### src/rtl/apbocp_mcfifo.sv
// Multi-channel FIFO bridge: an OCP slave pushes words into per-channel FIFOs,
// an APB slave pops them and reads/clears per-channel status.
module apbocp_mcfifo #(
  parameter int ADDR_WIDTH    = 32,
  parameter int DATA_WIDTH    = 32,
  parameter int NCHAN         = 2,
  parameter int FIFO_DEPTH    = 4,
  parameter int STALL_ON_FULL = 1
) (
  input  logic                    clk,
  input  logic                    nrst,
  input  logic [ADDR_WIDTH-1:0]   apb_paddr,
  input  logic                    apb_psel,
  input  logic                    apb_penable,
  input  logic                    apb_pwrite,
  input  logic [DATA_WIDTH-1:0]   apb_pwdata,
  output logic [DATA_WIDTH-1:0]   apb_prdata,
  output logic                    apb_pready,
  input  logic [ADDR_WIDTH-1:0]   ocp_maddr,
  input  logic [2:0]              ocp_mcmd,
  input  logic [DATA_WIDTH-1:0]   ocp_mdata,
  input  logic [DATA_WIDTH/8-1:0] ocp_mbyteen,
  output logic                    ocp_scmdaccept,
  output logic [DATA_WIDTH-1:0]   ocp_sdata,
  output logic [1:0]              ocp_sresp,
  output logic [NCHAN-1:0]        irq
);

  localparam int AW  = $clog2(FIFO_DEPTH);
  localparam int CW  = AW + 1;
  localparam int CHB = (NCHAN > 1) ? $clog2(NCHAN) : 1;
  localparam logic [CHB:0] NCHAN_L = (CHB+1)'(NCHAN);
  localparam logic         STALL_L = (STALL_ON_FULL != 0);
  localparam logic [2:0]   CMD_WR    = 3'd1;
  localparam logic [2:0]   CMD_RD    = 3'd2;
  localparam logic [1:0]   RESP_NULL = 2'd0;
  localparam logic [1:0]   RESP_DVA  = 2'd1;
  localparam logic [1:0]   RESP_ERR  = 2'd3;

  function automatic logic [DATA_WIDTH-1:0] status_word(
    input logic empty, input logic full, input logic ovf, input logic unf,
    input logic [CW-1:0] cnt);
    logic [DATA_WIDTH-1:0] w;
    w          = '0;
    w[0]       = empty;
    w[1]       = full;
    w[2]       = ovf;
    w[3]       = unf;
    w[16 +: CW] = cnt;
    return w;
  endfunction

  logic [DATA_WIDTH-1:0] mem_r [NCHAN][FIFO_DEPTH];
  logic [CW-1:0]         wr_ptr_r [NCHAN];
  logic [CW-1:0]         rd_ptr_r [NCHAN];
  logic [NCHAN-1:0]      ovf_r, unf_r;
  logic [1:0]            sresp_r;
  logic [DATA_WIDTH-1:0] sdata_r;

  logic [NCHAN-1:0]      empty_s, full_s, push_s, pop_s;
  logic [NCHAN-1:0]      ovf_set_s, unf_set_s, ovf_clr_s, unf_clr_s;
  logic [NCHAN-1:0]      ocp_sel_s, apb_sel_s;
  logic [DATA_WIDTH-1:0] status_s [NCHAN];
  logic [DATA_WIDTH-1:0] ocp_status_sel_s, apb_rdata_s, sdata_nxt_s;
  logic [1:0]            sresp_nxt_s;
  logic                  ocp_full_sel_s, accept_s;

  wire [CHB-1:0] ocp_ch_s      = ocp_maddr[CHB+1:2];
  wire           ocp_ch_ok_s   = ({1'b0, ocp_ch_s} < NCHAN_L);
  wire           ocp_wr_s      = (ocp_mcmd == CMD_WR);
  wire           ocp_rd_s      = (ocp_mcmd == CMD_RD);
  wire [CHB-1:0] apb_ch_s      = apb_paddr[CHB+2:3];
  wire           apb_ch_ok_s   = ({1'b0, apb_ch_s} < NCHAN_L);
  wire           apb_access_s  = apb_psel & apb_penable;
  wire           apb_status_s  = apb_paddr[2];
  wire           unused_ok_s   = ^{ocp_mbyteen, ocp_maddr, apb_paddr, apb_pwdata};

  // Per-channel occupancy, status word and channel decode for both buses
  always_comb begin
    ocp_full_sel_s   = 1'b0;
    ocp_status_sel_s = '0;
    apb_rdata_s      = '0;
    for (int i = 0; i < NCHAN; i++) begin
      empty_s[i]   = (wr_ptr_r[i] == rd_ptr_r[i]);
      full_s[i]    = (wr_ptr_r[i][AW-1:0] == rd_ptr_r[i][AW-1:0]) &&
                     (wr_ptr_r[i][AW] != rd_ptr_r[i][AW]);
      status_s[i]  = status_word(empty_s[i], full_s[i], ovf_r[i], unf_r[i],
                                 wr_ptr_r[i] - rd_ptr_r[i]);
      ocp_sel_s[i] = ocp_ch_ok_s && (ocp_ch_s == CHB'(i));
      apb_sel_s[i] = apb_ch_ok_s && (apb_ch_s == CHB'(i));

      // Full only blocks the push; with STALL the command is never accepted
      push_s[i]    = ocp_wr_s & ocp_sel_s[i] & ~full_s[i];
      ovf_set_s[i] = ocp_wr_s & ocp_sel_s[i] & full_s[i] & ~STALL_L;

      pop_s[i]     = apb_access_s & ~apb_pwrite & ~apb_status_s & apb_sel_s[i] & ~empty_s[i];
      unf_set_s[i] = apb_access_s & ~apb_pwrite & ~apb_status_s & apb_sel_s[i] & empty_s[i];
      ovf_clr_s[i] = apb_access_s & apb_pwrite & apb_status_s & apb_sel_s[i] & apb_pwdata[2];
      unf_clr_s[i] = apb_access_s & apb_pwrite & apb_status_s & apb_sel_s[i] & apb_pwdata[3];

      ocp_full_sel_s   = ocp_full_sel_s | (ocp_sel_s[i] & full_s[i]);
      ocp_status_sel_s = ocp_status_sel_s | ({DATA_WIDTH{ocp_sel_s[i]}} & status_s[i]);
      apb_rdata_s      = apb_rdata_s
                       | ({DATA_WIDTH{pop_s[i]}} & mem_r[i][rd_ptr_r[i][AW-1:0]])
                       | ({DATA_WIDTH{apb_access_s & ~apb_pwrite & apb_status_s & apb_sel_s[i]}}
                          & status_s[i]);
    end
  end

  assign accept_s       = (ocp_wr_s | ocp_rd_s) & ~(ocp_wr_s & STALL_L & ocp_full_sel_s);
  assign ocp_scmdaccept = accept_s;
  assign apb_pready     = apb_access_s;
  assign apb_prdata     = apb_rdata_s;
  assign irq            = ~empty_s;
  assign ocp_sresp      = sresp_r;
  assign ocp_sdata      = sdata_r;

  // Next OCP response, one cycle per accepted command
  always_comb begin
    sresp_nxt_s = RESP_NULL;
    sdata_nxt_s = '0;
    if (!accept_s) begin
      sresp_nxt_s = RESP_NULL;
    end else if (!ocp_ch_ok_s) begin
      sresp_nxt_s = RESP_ERR;
    end else if (ocp_wr_s) begin
      sresp_nxt_s = ocp_full_sel_s ? RESP_ERR : RESP_DVA;
    end else begin
      sresp_nxt_s = RESP_DVA;
      sdata_nxt_s = ocp_status_sel_s;
    end
  end

  // Pointers, sticky flags and response registers
  always_ff @(posedge clk or negedge nrst) begin
    if (!nrst) begin
      for (int i = 0; i < NCHAN; i++) begin
        wr_ptr_r[i] <= '0;
        rd_ptr_r[i] <= '0;
      end
      ovf_r   <= '0;
      unf_r   <= '0;
      sresp_r <= RESP_NULL;
      sdata_r <= '0;
    end else begin
      for (int i = 0; i < NCHAN; i++) begin
        wr_ptr_r[i] <= wr_ptr_r[i] + CW'(push_s[i]);
        rd_ptr_r[i] <= rd_ptr_r[i] + CW'(pop_s[i]);
      end
      // Set wins over a simultaneous clear
      ovf_r   <= ovf_set_s | (ovf_r & ~ovf_clr_s);
      unf_r   <= unf_set_s | (unf_r & ~unf_clr_s);
      sresp_r <= sresp_nxt_s;
      sdata_r <= sdata_nxt_s;
    end
  end

  // FIFO storage, deliberately not reset
  always_ff @(posedge clk) begin
    for (int i = 0; i < NCHAN; i++) begin
      if (push_s[i]) begin
        mem_r[i][wr_ptr_r[i][AW-1:0]] <= ocp_mdata;
      end
    end
  end

endmodule
### config.mk
export PLATFORM = sky130hd
export DESIGN_NAME = apbocp_mcfifo
export DESIGN_NICKNAME = d
export VERILOG_FILES = /design/src/rtl/apbocp_mcfifo.sv
export SDC_FILE = /design/constraint.sdc
export NUM_CORES = 1
export LEC_CHECK = 0
export ABC_CLOCK_PERIOD_IN_PS = 5500
export CAP_MARGIN = 25
export CORE_ASPECT_RATIO = 0.5
export CORE_MARGIN = 2
export CORE_UTILIZATION = 63
export CTS_CLUSTER_SIZE = 16
export DETAILED_ROUTE_END_ITERATION = 12
export DONT_BUFFER_PORTS = 1
export PLACE_DENSITY = 0.83
export SYNTH_ARGS = -nofsm -noshare
export SYNTH_HDL_FRONTEND = slang
export SYNTH_SLANG_ARGS = --single-unit
### constraint.sdc
create_clock -name clk -period 5.5 [get_ports clk]
set_clock_uncertainty 0.2 [all_clocks]
set_input_delay 1.1 -clock clk [delete_from_list [all_inputs] [get_ports clk]]
set_output_delay 1.1 -clock clk [all_outputs]
set_load 0.01 [all_outputs]
# Word level (Yosys, flattened, before mapping)
# Memories as Yosys holds them, arrays and structs flattened.
# Cells that the tools add are included.
[word_totals]
register_bits = 50
mem_bits_rw = 256
inputBits = 140
output_inout_bits = 70
elab_cells = 115
n_memories = 1
[memory_table]
columns = ["name", "depth", "width", "rd", "rd_ports_with_merged_regs", "write_ports", "line_no", "source"]
rows = [
  ["mem_r", 2, 128, 2, 0, 1, "53", "logic [DATA_WIDTH-1:0] mem_r [NCHAN][FIFO_DEPTH];"],
]
[classes]
addsub = 6
n_lt_le_gt_ge = 6
eq_ne = 8
mux = 22
bitwise_logic = 59
n_reduce_logical = 5
[ops]
columns = ["operator", "count"]
rows = [
  ["$mux 128", 4],
  ["$mux 32", 8],
  ["$and 32x19->32", 4],
  ["$bmux 32 s2", 2],
  ["$demux 32 s2", 2],
  ["$or 32x32->32", 4],
  ["$reduce_or 128->1", 1],
  ["$and 32x32->32", 2],
  ["$and 1x1->1", 28],
  ["$add 3x1->3", 4],
  ["$ge 3x3->1 const B", 4],
  ["$not 2->3", 4],
  ["$not 1->1", 9],
  ["$eq 3x3->1", 2],
  ["$lt 3x1->1 const B", 2],
  ["$mux 2", 3],
  ["$not 2->2", 3],
  ["$sub 3x3->3", 2],
  ["$and 2x2->2", 2],
  ["$eq 2x2->1", 2],
  ["$logic_and 1x1->1", 4],
  ["$eq 3x1->1 const B", 1],
  ["$eq 3x2->1 const B", 1],
  ["$mux 1", 3],
  ["other kinds (3)", 5],
]

# Longest topological paths before layout
# Gate-level depths: netlist of the first run.
[depth]
depth_word = 9
mapped_depth = 12
depth_no_buf = 9

# Least setup slack after synthesis of the first run
# Ideal clock, no wire load.
[synth_timing]
path_type = "register to register"
startpoint = "register rd_ptr_r[4] (netlist bit)"
endpoint = "memory mem_r[0][0] (netlist bit) (enable)"
setup_time_ns = 0.461
t_arrival_ns = 4.166
required_time_ns = 4.839
path_slack_ns = 0.672
path_stages_with_launch = 10
path_buffers = 3
synth_period_minus_slack_ns = 4.828
cell_sequence = "dfrtp_1 clkbuf_1 clkbuf_1 inv_1 ha_1 nand2_1 nor2_1 or3_1 clkbuf_1 nor3_1"
[synth_via]
elab_chain_cells = 7
[synth_lines]
columns = ["element", "line_no", "source"]
rows = [
  ["from (decl)", "55", "logic [CW-1:0] rd_ptr_r [NCHAN];"],
  ["from (signal, indexed assignment)", "148", "rd_ptr_r[i] <= rd_ptr_r[i] + CW'(pop_s[i]);"],
  ["$eq 2x2->1", "85", "full_s[i] = (wr_ptr_r[i][AW-1:0] == rd_ptr_r[i][AW-1:0]) &&"],
  ["$logic_and 1x1->1", "85", ""],
  ["$not 1->1", "93", "push_s[i] = ocp_wr_s & ocp_sel_s[i] & ~full_s[i];"],
  ["$and 1x1->1", "93", ""],
  ["$mux 1", "161", "if (push_s[i]) begin"],
  ["$mux 128 (implied by the code)", "162", "mem_r[i][wr_ptr_r[i][AW-1:0]] <= ocp_mdata;"],
  ["$mux 128 (no source line)", "--", ""],
  ["to (decl)", "53", ""],
]
# No other way between the ends.

# Worst setup path in the final report of the first run
[layout_timing]
startpoint = "input apb_paddr[2]"
endpoint = "output apb_prdata[2]"
[layout_via]
elab_chain_cells = 8
word_cells_on_any_way = 16
classes_between = "bitwise: 16"
[layout_lines]
columns = ["element", "line_no", "source"]
rows = [
  ["from (decl)", "12", "input logic [ADDR_WIDTH-1:0] apb_paddr,"],
  ["$not 1->1", "96", "pop_s[i] = apb_access_s & ~apb_pwrite & ~apb_status_s & apb_sel_s[i] & ~empty_s[i];"],
  ["$and 1x1->1 (3 in series)", "96", ""],
  ["$and 32x32->32", "104", "| ({DATA_WIDTH{pop_s[i]}} & mem_r[i][rd_ptr_r[i][AW-1:0]])"],
  ["$or 32x32->32", "105", "| ({DATA_WIDTH{apb_access_s & ~apb_pwrite & apb_status_s & apb_sel_s[i]}}"],
  ["$or 32x32->32", "104", ""],
  ["$or 32x32->32 *", "105", ""],
  ["to (decl)", "17", "output logic [DATA_WIDTH-1:0] apb_prdata,"],
]
# Mark *: on every way between the ends. The rest lies on a longest branch, timed or not.

==> run metrics, run 1 <==
pre-CTS setup slack 1.183 ns; Placed Area 0.01135 mm^2; pwr dens between 400 and 500 mW/mm^2; number of synthesized flops with an enable pin ~260; peak supply drop 0.2921 mV; Slew @ Worst Pin 1.002 ns; fillcell total 953; routed len/inst ~28 um; core box area 0.01736 mm^2; CTS tree yes; Worst Path Class, Setup input port to output pin; Worst Hold Class input port to asynchronous set/reset pin; Cell Area, Synth 0.01115 mm^2; fin crit period 4.310 ns; setup TNS 0 ns; number of cell rows 34; Worst-path clk slew 0.07 ns; GP Congestion 0.8362; final net count roughly 700; pin count of the biggest net entering global routing 35; met1 Use GR 36.51%; effective utilization at floorplan approximately 64%; ANT nets after route 0; Num CTS Buffers 24; post-CTS setup buffer count 0; global route overflow 0; Port Buffer Count 0; endpoint class of the critical path output pin; die area 0.01885 mm^2; TritonCTS Sinks about 280; first-pass GRT wire length 33680 um; Hold Violations, Final 0; Slew Limit Headroom ~33%; crit-path cells nand4bb_2 -> a311oi_4 -> buf_4 -> a22oi_1 -> o21ai_1; Top FF cell, synth edfxtp_1; vias in the first global route 5330; final wirelength between 20000 and 25000 um; synth unique cells 43; Root Driver clkbuf_16; post-route clock period utilization 78.36%; Slowest-stage cell, CP a311oi_4; CTS Buffer Depth 3; crit path launch type input port; multi-input logic area roughly 0.0026 mm^2; status finished, final reports clean; # DRC 0; largest cells by area after synthesis edfxtp_1, mux4_2, dfrtp_1, a22o_1, buf_4; WHS 0.07170 ns; Die Width 192.2 um; DPL Wire Length between 10000 and 15000 um; post-synthesis sequential area ratio 74.54%; Yosys top cell by area edfxtp_1; share of layout cells above drive strength 1 23.89%; Synth async-reset ratio 8.897%; I/O Pins 210; worst-path fanout max 13; n_diodes 0; Post-CTS Hold Buffers 0; share of the synthesized area in the top cell type 68.93%; RSZ-0062 raised after global routing false; Lkg Pwr roughly 4.1 nW; GR Util met3 between 6 and 7%; R2R Setup Slk between 2 and 2.5 ns; WP data required around 4.2 ns; initial antenna violation count 0; fin area 0.01220 mm^2; Power Total 5.448 mW; synth warn 0; synthesized instance count about 540; grt met2 use 38.30%; Area growth syn-to-layout 9.402%; Worst EP arrival 3.01 ns; syn_area_per_cell 20.84 um^2; highest cell delay on the worst timing path around 0.86 ns; DR vias/cell 6.491; total iterations of the first detailed-routing run 5; Via Count 5186; Seq. cell area 0.008317 mm^2; post-cts resize count 0; post-synthesis register bit count 281; First DRT Iteration DRCs 549; count of final max-slew check failures 0; Setup Viol. Count Final 0; Top Usage Layer GRT met2; Max Cap Violations 0; maximum clock rate 232.0 MHz; die height 98.08 um; CTS H-Tree Depth 1; final worst slack 1.190 ns; gr usage total between 20% and 30%; worst skew pair latency about 0.52 ns
-- placed cells by master, fill, tap and decap left out, types with 4 or more instances in the layout --
master,netlist,final
a21oi_1,6,6
a22o_1,25,25
a22oi_1,6,6
buf_4,26,14
bufinv_16,0,4
clkbuf_1,12,5
clkbuf_16,0,24
clkbuf_8,0,5
conb_1,1,26
dfrtp_1,25,22
edfxtp_1,256,256
ha_1,12,12
inv_1,9,9
mux2i_1,5,5
mux4_2,64,64
nand2_1,6,6
nand3_1,4,4
nor2_1,10,10
nor3_2,0,6
o21ai_1,6,6
xor2_1,5,5
-- path summary, 6_finish.rpt --
kind | startpoint | cells past startpoint | to
min reg2reg | ovf_r[0] | 1 | ovf_r[0]
max | apb_paddr[2] | 5 | apb_prdata[2]
min in group clk | ovf_r[0] | 1 | ovf_r[0]
max reg2reg | wr_ptr_r[0] | 7 | mem_r[0][190]
min | nrst | 0 | ocp_sdata[17]
max in group asynchronous | nrst | 0 | rd_ptr_r[3]
-- registers in the layout, summed over array words and instances (netlist names) --
signal / count
mem_r: 256
ocp_sdata: 7
ocp_sresp: 2
ovf_r: 2
rd_ptr_r: 6
unf_r: 2
wr_ptr_r: 6
-- where the power goes --
part,internal [mW],switching [mW]
registers,2.44,0.0719
logic,0.533,0.600
clock network,1.06,0.739
total,4.04,1.41
-- final cells by class --
class	count	area share, %
inverters	11	0.3384
repair buffers	14	0.8614
well taps	234	2.400
flip-flops and latches	281	68.17
multi-input cells	216	21.28
clock inverters	9	1.313
clock buffers	34	5.640
-- worst max-delay path: cells and delay by family --
family / cells / cell delay (ns)
AOI/OAI and AO/OA: 3 / 1.21
buffers and inverters: 1 / 0.32
and+or+nand+nor: 1 / 0.36
-- per-stage QoR --
stage / instances / utilization, %
2_1_floorplan: 560 / -
3_3_place_gp: 756 / 65.41
3_5_place_dp: 756 / 65.41
4_1_cts: 799 / 70.29
5_1_grt: 799 / 70.29
6_report: 799 / 70.29
-- Yosys cell counts, types with 3 or more instances --
library cell and instances:
buf_4 26, and2_1 3, clkbuf_1 12, and3_1 4, a21oi_1 6, mux2i_1 5
ha_1 12, dfrtp_1 25, edfxtp_1 256, o21ai_1 6, buf_6 3, nand3_1 4
a22o_1 25, mux4_2 64, nand2_1 6, xor2_1 5, nor2_1 10, inv_1 9
buf_2 10, a22oi_1 6, nor3_1 9
-- cell families (layout without fill, tap and decap cells) --
family	Yosys count	after routing	synth area share, %
AOI/OAI and AO/OA	54	54	3.893
xor gates and xnor gates	9	9	1.021
adders and majority gates	14	14	1.705
buffers and inverters	63	68	3.310
DFF	281	281	74.54
muxes	70	70	13.47
other	1	26	0.03363
and+or+nand+nor	43	43	2.020
-- routing by layer --
| metal | wire length, um | up-vias |
|---|---|---|
| li1 | - | 2147 |
| met1 | 9312 | 2717 |
| met2 | 10600 | 281 |
| met3 | 1987 | 41 |
| met4 | 588 | 0 |
| met5 | 0 | - |
(Power assumes the default switching activity.)
==> run 2: changes to the inputs <==
- ABC_CLOCK_PERIOD_IN_PS: 5500 -> 3950
- CORE_UTILIZATION: 63 -> 57
- PLACE_DENSITY: 0.83 -> 0.79
- clock period: 5.5 -> 3.95 ns (I/O delays scaled with it)
==> run 2 against run 1 <==
First-iteration DRC count down 13%; sequential power up 41%; die area up 10%; register-to-register slack worse by 1.6 ns; critical path type is now flop to output pin; critical path depth up 3; worst setup slack worse by 0.93 ns; non-clock buffer count up 9; worst hold slack better by 0.072 ns.
==> run metrics, run 2 (synthesized netlist as in run 1, its figures left out) <==
status finished, final reports clean; Setup Viol. Count Final 0 (unchanged); Via Count 5252 (+1.3%); CTS H-Tree Depth 1 (unchanged); share of layout cells above drive strength 1 24.30% (+0.41 points); die area 0.02077 mm^2 (+10%); Root Driver clkbuf_16; pin count of the biggest net entering global routing 34 (-2.9%); critical path's top delay family compound AO/OA/AOI/OAI gates; global route overflow 0 (unchanged); Slowest-stage cell, CP dfrtp_1; core box area 0.01932 mm^2 (+11%); die height 102.9 um (+4.9%); Placed Instances 794 (+5.0%); vias in the first global route 5278 (-0.98%); Area growth syn-to-layout 9.548%; Port Buffer Count 0 (unchanged); pwr dens 594.6 mW/mm^2 (+33%); min-delay src ocp_mdata[8]; worst-path fanout max 10 (-3); non-filler cells, final 838 (+4.9%); crit path launch type flop; CTS tree yes; Power Total 7.264 mW (+33%); Lkg Pwr 4.056 nW (-0.19%); total iterations of the first detailed-routing run 5 (unchanged); maximum clock rate between 200 and 300 MHz; final worst slack 0.2606 ns (-0.9294 ns); ANT nets after route 0 (unchanged); Worst-path clk slew 0.07 ns (about the same); post-cts resize count 0 (unchanged); First DRT Iteration DRCs 475 (-13%); Reg-to-Reg Start rd_ptr_r[3]; Crit path buffers/inverters 3 (+2); Hold Violations, Final 0 (unchanged); count of final max-slew check failures 0 (unchanged); worst skew pair latency 0.51 ns (about the same); peak supply drop 0.2904 mV (-0.58%); final wirelength 22530 um (+0.18%); crit-path cells inv_1 -> ha_1 -> and2_1 -> a211oi_4 -> buf_12 -> buf_4 -> a22oi_1 -> o21ai_1; Max Cap Violations 0 (unchanged); highest cell delay on the worst timing path 0.44 ns (-0.42 ns); fin area 0.01222 mm^2 (+0.13%); fin crit period 3.689 ns; CTS Buffer Depth 3 (unchanged); # DRC 0 (unchanged); Worst EP arrival 2.70 ns (-0.31 ns); RSZ-0062 raised after global routing false; Worst Hold Class input port to flop; DPL Wire Length 12450 um (+4.8%); routed len/inst 26.88 um (-4.5%); effective utilization at floorplan 57.71% (-6.5 points); DR vias/cell 6.267 (-3.4%); endpoint class of the critical path output pin; number of cell rows 36 (+5.9%); post-route clock period utilization 93.40%; TritonCTS Sinks 281 (unchanged); first-pass GRT wire length 33440 um (-0.72%); I/O Pins 210 (unchanged); Slew @ Worst Pin 0.7264 ns (-0.2760 ns); Crit. Startpoint wr_ptr_r[0]; WP data required 2.96 ns (-1.24 ns); Die Width 201.8 um (+5.0%); pre-CTS setup slack 0.5094 ns (-0.6739 ns); max reg flops 256 (unchanged); most frequent cells in the layout edfxtp_1, mux4_2, conb_1; Worst Path Class, Setup flop to output pin; GP Congestion 0.8364 (about the same); Slew Limit Headroom 51.57% (+18 points); gr usage total 22.19% (-2.7 points); commonest non-fill, non-tap cell in the layout edfxtp_1; WHS 0.1442 ns (+0.07245 ns); initial antenna violation count 0 (unchanged); Num CTS Buffers 24 (unchanged); final net count 711 (+1.3%); Placed Area 0.01146 mm^2 (+0.96%); n_diodes 0 (unchanged)
-- run 2: area by class of cell --
type | instances | area [um^2]
Tap cell | 266 | 332.8
Sequential cell | 281 | 8315
Clock inverter | 15 | 97.59
Clock buffer | 26 | 608.1
Multi-Input combinational cell | 216 | 2609
Fill cell | 1270 | 7107
Timing Repair Buffer | 23 | 212.7
Inverter | 11 | 41.29
-- run 2: routing by layer --
metal | vias to the layer above | wire [um] | share of wire [%] | GRT usage [%]
met3 | 42 | 1927 | 8.6 | 5.594
met5 | - | 0 | 0 | 0
met1 | 2765 | 9169 | 41 | 30.74
met4 | 0 | 487 | 2.2 | 5.939
li1 | 2167 | - | - | -
met2 | 278 | 10940 | 49 | 36.19
-- run 2: path summary, 6_finish.rpt --
check	endpoint	slack, ns	depth (start not counted)
worst max-delay path	apb_prdata[16]	0.26	8
worst min-delay path	mem_r[0][104]	0.14	0
worst max register to register	mem_r[0][4]	0.86	6
worst min register to register	ovf_r[1]	0.32	1
max in group asynchronous	rd_ptr_r[3]	2.88	2
min in group asynchronous	rd_ptr_r[2]	0.51	2
-- run 2: what timing repair did --
action                                  4_1_cts  5_1_grt
hold buffers                                  2        0
hold endpoints to repair                     25        0
buffers inserted                              0        1
endpoints found under the setup margin        0       24
-- run 2: through the flow --
step,TNS (ns),utilization [%]
CTS,0,63.12
finish,0,63.22
floorplan,-112.33,-
global route,0,63.22
detailed placement,0,59.31
global placement,0,59.31
-- run 2: report_power, final --
part	total, mW	switching (mW)	internal [mW]
registers	3.54	0.147	3.40
clock network	2.16	1.04	1.12
logic	1.56	0.803	0.758
